$ cat src/rtl/deser_pkg.sv
// Shared types and default sizes for the deserializer queue controller.
package deser_pkg;

  localparam int BYTE_W      = 8;
  localparam int QUEUE_DEPTH = 8;

  typedef enum logic [1:0] {
    IDLE,
    STORE,
    ACK,
    DRAIN
  } qctrl_state_t;

endpackage

$ cat src/rtl/deser_queue_ctrl_byte_fifo.sv
// Plain synchronous DEPTH x WIDTH register FIFO with a separately tracked
// occupancy counter; the read port is registered.
module byte_fifo #(
  parameter int DEPTH = 8,
  parameter int WIDTH = 8
) (
  input  logic                       clk_i,
  input  logic                       rst_ni,
  input  logic                       wr_en_i,
  input  logic [WIDTH-1:0]           wr_data_i,
  input  logic                       rd_en_i,
  output logic [WIDTH-1:0]           rd_data_o,
  output logic [$clog2(DEPTH):0]     len_o,
  output logic                       full_o,
  output logic                       empty_o
);

  localparam int PW = $clog2(DEPTH);
  localparam int LW = PW + 1;

  logic [WIDTH-1:0] mem_q [DEPTH];
  logic [PW-1:0]    wr_ptr_q, wr_ptr_d;
  logic [PW-1:0]    rd_ptr_q, rd_ptr_d;
  logic [LW-1:0]    len_q, len_d;
  logic [WIDTH-1:0] rd_data_q, rd_data_d;

  always_comb begin
    wr_ptr_d  = wr_ptr_q;
    rd_ptr_d  = rd_ptr_q;
    len_d     = len_q;
    rd_data_d = rd_data_q;
    if (wr_en_i) begin
      wr_ptr_d = wr_ptr_q + 1'b1;
    end
    if (rd_en_i) begin
      rd_ptr_d  = rd_ptr_q + 1'b1;
      rd_data_d = mem_q[rd_ptr_q];
    end
    // Length moves only when exactly one side is active.
    if (wr_en_i && !rd_en_i) begin
      len_d = len_q + 1'b1;
    end else if (!wr_en_i && rd_en_i) begin
      len_d = len_q - 1'b1;
    end
  end

  always_ff @(posedge clk_i or negedge rst_ni) begin
    if (!rst_ni) begin
      wr_ptr_q  <= '0;
      rd_ptr_q  <= '0;
      len_q     <= '0;
      rd_data_q <= '0;
    end else begin
      wr_ptr_q  <= wr_ptr_d;
      rd_ptr_q  <= rd_ptr_d;
      len_q     <= len_d;
      rd_data_q <= rd_data_d;
    end
  end

  // Storage is not reset; contents are meaningless until written.
  always_ff @(posedge clk_i) begin
    if (wr_en_i) begin
      mem_q[wr_ptr_q] <= wr_data_i;
    end
  end

  assign rd_data_o = rd_data_q;
  assign len_o     = len_q;
  assign full_o    = (len_q == LW'(DEPTH));
  assign empty_o   = (len_q == '0);

  a_no_overflow: assert property (@(posedge clk_i) disable iff (!rst_ni)
    !(wr_en_i && !rd_en_i && full_o));
  a_no_underflow: assert property (@(posedge clk_i) disable iff (!rst_ni)
    !(rd_en_i && empty_o));
  a_len_bound: assert property (@(posedge clk_i) disable iff (!rst_ni)
    len_q <= LW'(DEPTH));

endmodule

$ cat src/rtl/deser_queue_ctrl.sv
// Buffers bytes offered by the deserializer into a FIFO, returning its ack
// handshake, and serves single-cycle pop requests from the consumer.
module deser_queue_ctrl
  import deser_pkg::*;
#(
  parameter int DEPTH = QUEUE_DEPTH,
  parameter int WIDTH = BYTE_W
) (
  input  logic                   clock_100KHz,
  input  logic                   reset,
  input  logic                   des_data_ready,
  input  logic [WIDTH-1:0]       des_data,
  output logic                   des_ack,
  input  logic                   dequeue_in,
  output logic [WIDTH-1:0]       data_out,
  output logic                   data_valid,
  output logic [$clog2(DEPTH):0] len_out,
  output logic                   queue_full,
  output logic                   queue_empty,
  output logic                   underflow_out
);

  qctrl_state_t state_q, state_d;
  logic         ack_q, ack_d;
  logic         valid_q, valid_d;
  logic         underflow_q, underflow_d;
  logic         wr_en;
  logic         rd_en;
  logic         full;
  logic         empty;

  always_comb begin
    state_d = state_q;
    unique case (state_q)
      IDLE:    if (des_data_ready && !full) state_d = STORE;
      STORE:   state_d = ACK;
      ACK:     state_d = DRAIN;
      // Holding ack until data_ready falls keeps one byte from being stored twice.
      DRAIN:   if (!des_data_ready) state_d = IDLE;
      default: state_d = IDLE;
    endcase
    ack_d       = (state_d == ACK) || (state_d == DRAIN);
    valid_d     = rd_en;
    underflow_d = dequeue_in && empty;
  end

  always_ff @(posedge clock_100KHz or negedge reset) begin
    if (!reset) begin
      state_q     <= IDLE;
      ack_q       <= 1'b0;
      valid_q     <= 1'b0;
      underflow_q <= 1'b0;
    end else begin
      state_q     <= state_d;
      ack_q       <= ack_d;
      valid_q     <= valid_d;
      underflow_q <= underflow_d;
    end
  end

  assign wr_en = (state_q == STORE);
  assign rd_en = dequeue_in && !empty;

  byte_fifo #(
    .DEPTH (DEPTH),
    .WIDTH (WIDTH)
  ) u_fifo (
    .clk_i     (clock_100KHz),
    .rst_ni    (reset),
    .wr_en_i   (wr_en),
    .wr_data_i (des_data),
    .rd_en_i   (rd_en),
    .rd_data_o (data_out),
    .len_o     (len_out),
    .full_o    (full),
    .empty_o   (empty)
  );

  assign des_ack       = ack_q;
  assign data_valid    = valid_q;
  assign underflow_out = underflow_q;
  assign queue_full    = full;
  assign queue_empty   = empty;

endmodule

$ cat config.mk
export PLATFORM = sky130hd
export DESIGN_NAME = deser_queue_ctrl
export DESIGN_NICKNAME = d
export VERILOG_FILES = /design/src/rtl/deser_pkg.sv /design/src/rtl/deser_queue_ctrl_byte_fifo.sv /design/src/rtl/deser_queue_ctrl.sv
export SDC_FILE = /design/constraint.sdc
export NUM_CORES = 1
export LEC_CHECK = 0
export CAP_MARGIN = 20
export CORE_MARGIN = 4
export CORE_UTILIZATION = 45
export CTS_CLUSTER_SIZE = 24
export DETAILED_ROUTE_END_ITERATION = 8
export GPL_TIMING_DRIVEN = 1
export SLEW_MARGIN = 25
export SYNTH_ARGS = -nofsm -noshare
export SYNTH_HDL_FRONTEND = slang
export SYNTH_SLANG_ARGS = --single-unit
$ cat constraint.sdc
create_clock -name clock_100KHz -period 3.4 [get_ports clock_100KHz]
set_input_delay 0.68 -clock clock_100KHz [delete_from_list [all_inputs] [get_ports clock_100KHz]]
set_output_delay 0.68 -clock clock_100KHz [all_outputs]
set_load 0.02 [all_outputs]
Word level (Yosys, flattened, before mapping). Memories as Yosys holds them, arrays and structs flattened. A register that Yosys moved wholly into a read port is not among the register bits. Cells that the tools add are included.

Bits of input ports: 12. Register bits after elaboration: 15. Latch bits: 0. Output and inout port bits: 17. Bits in read-only memories: 0. Memory bits (writable): 64. Memories kept: 1. Logic and storage cells: 39.

Memory list: u_fifo.mem_q (words 8, bits a word 8, rd ports 1, clocked after memory_dff 1, wr ports 1, line deser_queue_ctrl_byte_fifo.sv:21) `logic [WIDTH-1:0] mem_q [DEPTH];`.

Magnitude comparators: 0. Shifts and indexed selects: 0. Reductions and logical operators: 14. $add $sub $neg: 4. Multiply operators: 0. Muxes and demuxes: 7. Bitwise logic cells: 0. Equality and inequality tests: 6. Divide/modulo/power cells: 0.

Operators with widths (count): 2-bit == test (second input constant) (4); 4-bit two-way mux (2); 2-bit one-hot mux with 4 select lines (1); 3-bit by 1-bit adder with 3-bit output (second input constant) (2); 1-bit logical AND (5); 1-bit logical NOT (5); 4-bit by 1-bit adder with 4-bit output (second input constant) (1); 4-bit == test (second input constant) (1); 4-bit logical NOT (1); 2-bit two-way mux (2); 4-bit by 1-bit subtractor with 4-bit output (second input constant) (1); 2-bit by 1-bit == test with 1-bit output (second input constant) (1); 2-bit logical NOT (1); 1-bit two-way mux (2); 2-bit nonzero test (1); 1-bit logical OR (1).

Logic depth before layout (Yosys ltp).
Depth in word-level cells: 7. Depth in mapped cells: 10. Mapped depth without buffers: 9.

By module. Synthesis repeated with hierarchy kept, for this count alone.

Cells, all modules: 227. Area total of the unflattened synthesis: 3544.6 um2.

By module, submodules not included: byte_fifo (seq. area each 2372.3 um2, cells each 215, area each 3379.5 um2, instances 1); deser_queue_ctrl (seq. area each 100.1 um2, cells each 12, area each 165.2 um2, instances 1).

Least setup slack after synthesis. Ideal clock, no wire load.

Path kind: register to register. Start: register u_fifo.len_q[1], in the netlist u_fifo.len_o[1]. End: register u_fifo.len_q[3], in the netlist u_fifo.len_o[3]. Library setup time: 0.136 ns. Clock period less this slack: 2.717 ns. Cell stages (with the launch flop): 10. Data required time: 3.264 ns. Buffers on the path: 1. Slack: 0.683 ns. Data arrival time: 2.581 ns. Path through: dfrtp_1 -> nor4_4 -> nand2b_1 -> buf_2 -> ha_1 -> inv_1 -> ha_1 -> a21o_1 -> a2111oi_0 -> o31ai_1.

Cells in the longest elaborated chain, start to end: 6. Elaborated cells on any way between the ends: 11. Those cells by class: add/sub: 2; mux: 2; reduce/logical: 7.

Ends and longest elaborated chain: start, declared (line deser_queue_ctrl_byte_fifo.sv:24) `logic [LW-1:0] len_q, len_d;`; start signal, assigned (line deser_queue_ctrl_byte_fifo.sv:56) `len_q <= len_d;`; 4-bit logical NOT (*) (line deser_queue_ctrl_byte_fifo.sv:71) `assign empty_o = (len_q == '0);`; via queue_empty (line deser_queue_ctrl.sv:19) `output logic queue_empty,`; 1-bit logical NOT (*) (line deser_queue_ctrl.sv:62) `assign rd_en = dequeue_in && !empty;`; 1-bit logical AND (*) (line deser_queue_ctrl.sv:62); 1-bit logical NOT (line deser_queue_ctrl_byte_fifo.sv:40) `if (wr_en_i && !rd_en_i) begin`; 1-bit logical AND (line deser_queue_ctrl_byte_fifo.sv:40); 4-bit two-way mux or 2-bit nonzero test (tied branches).

Mark *: on every way through the listed nets, which the timed path passes. The rest lies on a longest branch. The select of a mux whose other input is x is not followed. A chain may end at the register's enable or synchronous reset.

==> reports/results.txt <==
Element type at the critical path end -> flop
Commonest cells in the netlist -> 64 x edfxtp_1, 22 x dfrtp_1, 22 x nand2_1, 18 x mux2_2, 17 x mux2i_1
Reg2reg end -> u_fifo.len_o[3]$_DFFE_PN0P_
CP startpoint kind -> flop
Worst-Margin Slew -> 0.845 ns
GPL Wtd Cong -> 0.667
Critical path's most frequent cell -> ha_1
Met3 wire len -> 244 um
Top sig layer -> met4
Clock buffer count from CTS -> 9
Tot Pwr -> 0.00351 W
Status -> complete, no violations
Ys Warns -> 0
Slew Limit Fails -> 0
Vias -> 1,906
Worst slew margin -> 43.4%
Synth area leader -> edfxtp_1
Syn Std Cell Area -> 3530 um^2
Fmax -> 0.387 GHz
Clock transition at path regs -> 0.08 ns
First-pass GRT wire length -> 9650 um
Synthesized net count -> 243
Most common cell in the synthesized netlist -> edfxtp_1
Vias in the first global route -> 1,833
Post-synthesis sequential area ratio -> 70.1%
CTS tree -> built
Pre-CTS setup slack -> 0.531 ns
Final setup margin -> 0.819 ns
DR WL/cell -> 16.2 um
Hold Violations, Final -> 0
CTS sink cnt -> 86
Core box area -> 7690 um^2
Fin Setup TNS -> 0 ns
Largest net degree at the start of global routing -> 30
Wire length on met2 -> 2720 um
Port buffer count -> 28
Nets -> 276
P per Cell Area -> 858 nW/um^2
Die W -> 96.5 um
Die height -> 96.5 um
CP required -> 3.61 ns
Clk_skew -> 0.00609 ns
DRT Pass-1 Iters -> 4
DRT antenna net count -> 0
Routed vias/inst -> 5.22
# DRC -> 0
R2R cell count -> 7
Routed Wire Length -> 5910 um
Ys async rst share -> 25.6%
Crit path from -> des_ack$_DFF_PN0_
Fin crit period -> 2.58 ns
GRT Total Usage -> 14.3%
Synthesized netlist cell count -> 225
Wl on met1 -> 2840 um
Starting density of the core -> 45.9%
Synth cell types -> 31
Setup CP Type -> flop to flop
Worst-Skew Late Latency -> 0.34 ns
Arrival @ worst endpoint -> 2.79 ns
Total global routing overflow -> 0
Layout cell share with drive strength beyond 1 -> 15.2%
Setup violators final -> 0
Max Cap Viol -> 0
Seq cells post-synth -> 86
Crit path max-delay family -> compound AO/OA/AOI/OAI gates
R2r startpoint -> des_ack$_DFF_PN0_
Cell Chain, Critical Path -> nor2b_1 > ha_1 > inv_1 > ha_1 > a21o_1 > a2111oi_0 > o31ai_1
Peak supply drop -> 0.227 mV
Dominant synthesized flop cell -> edfxtp_1
Slowest cell on crit path -> a2111oi_0
Max stage delay on crit path -> 0.48 ns
Synth area leaders -> edfxtp_1 55%, dfrtp_1 16%, mux2_2 5.7%
Die area -> 9320 um^2
Row cnt -> 32
Share of the synthesized area in the top cell type -> 54.5%
Fin crit share -> 75.9%
CTS resizes -> 0
CTS Root Buffer Type -> clkbuf_8
Setup slack, reg-to-reg -> 0.82 ns
# diodes -> 0
Area grow syn2layout -> 16.0%
# H-tree levels -> 3
DR iter-0 viols -> 120
Hold-fix buffers, CTS -> 0
RSZ-0062 raised after global routing -> false
# IOs -> 29
Static leakage -> 1.47 nW
Dpl hpwl -> 4010 um
Crit path max fanout -> 6
HP Class -> input pin to asynchronous set/reset pin
Initial antenna violation count -> 0
CTS Buffer Depth -> 2
Syn_area_per_cell -> 15.7 um^2
Number of synthesized flops with an enable pin -> 64
Post-CTS Setup Bufs -> 0
Worst path bufs/invs -> 1
[cells in the final DEF (no fill, tap or decap), drive strengths merged, types with 2 or more instances in the layout]
cell and n:
a21oi 2, a221o 8, buf 5, bufinv 2
clkbuf 10, clkdlybuf4s50 27, clkinv 3, dfrtp 22
edfxtp 64, ha 5, inv 3, mux2 18
mux2i 17, nand2 22, nand2b 5, nor2 10
nor2b 2, nor3 6, o21ai 11, o22ai 8
xnor2 5
[through the flow]
| step | area [um^2] | utilization (%) | hold slack [ns] | instances |
|---|---|---|---|---|
| 3_5_place_dp | 3870 | 50.4 | 0.474 | 349 |
| 3_3_place_gp | 3870 | 50.4 | 0.471 | 349 |
| 4_1_cts | 4100 | 53.3 | 0.493 | 365 |
| 5_1_grt | 4090 | 53.2 | 0.308 | 365 |
| 2_1_floorplan | 3530 | - | 0.384 | 225 |
| 6_report | 4090 | 53.2 | 0.288 | 365 |
[kinds of logic (layout without fill, tap and decap cells)]
kind of cell	after synthesis	count (layout)	synth area share, %
XOR/XNOR	6	6	1.49
AND/OR/NAND/NOR	47	47	6.28
buffers and inverters	13	51	2.87
adder cells (fa/ha/maj)	6	6	2.34
multiplexers	35	35	10.6
flip-flops	86	86	70.1
AO/OA/AOI/OAI	32	32	6.32
[worst max path at each step]
| stage | cells after the start | slack [ns] | end |
|---|---|---|---|
| after CTS | 7 | 0.81 | u_fifo.len_o[3]$_DFFE_PN0P_ |
| after floorplan | 9 | 0.68 | u_fifo.len_o[3]$_DFFE_PN0P_ |
| after detailed placement | 8 | 0.53 | u_fifo.len_o[3]$_DFFE_PN0P_ |
| after global placement | 8 | 0.67 | u_fifo.len_o[3]$_DFFE_PN0P_ |
| after global routing | 7 | 0.59 | u_fifo.len_o[3]$_DFFE_PN0P_ |
| final | 7 | 0.82 | u_fifo.len_o[3]$_DFFE_PN0P_ |
[layer usage]
metal	track usage [%]	vias up
met4	7.36	0
li1	-	916
met5	0	-
met1	20.5	939
met2	20.4	40
met3	3.02	11
[flip-flops by register name, summed over array words and instances, names as in the netlist]
signal	cells
underflow_out	1
u_fifo.rd_data_o	8
state_q	1
u_fifo.wr_ptr_q	3
u_fifo.mem_q	64
data_valid	1
des_ack	1
u_fifo.len_o	4
u_fifo.rd_ptr_q	3
[layout make-up]
| class | instances | area [um^2] |
|---|---|---|
| tap | 102 | 128 |
| clock inverter | 6 | 85.1 |
| clock buffer | 10 | 138 |
| inverter | 3 | 11.3 |
| sequential | 86 | 2470 |
| timing repair buffer | 32 | 305 |
| multi-input combinational | 126 | 952 |
| fill | 662 | 3600 |
[power breakdown]
part	total (W)	switching, W	internal [W]	leakage, nW
sequential	0.00150	0.000170	0.00133	0.839
clock	0.000784	0.000352	0.000431	0.110
combinational	0.00123	0.000640	0.000589	0.525
total	0.00351	0.00116	0.00235	1.47
(Power assumes the default switching activity.)
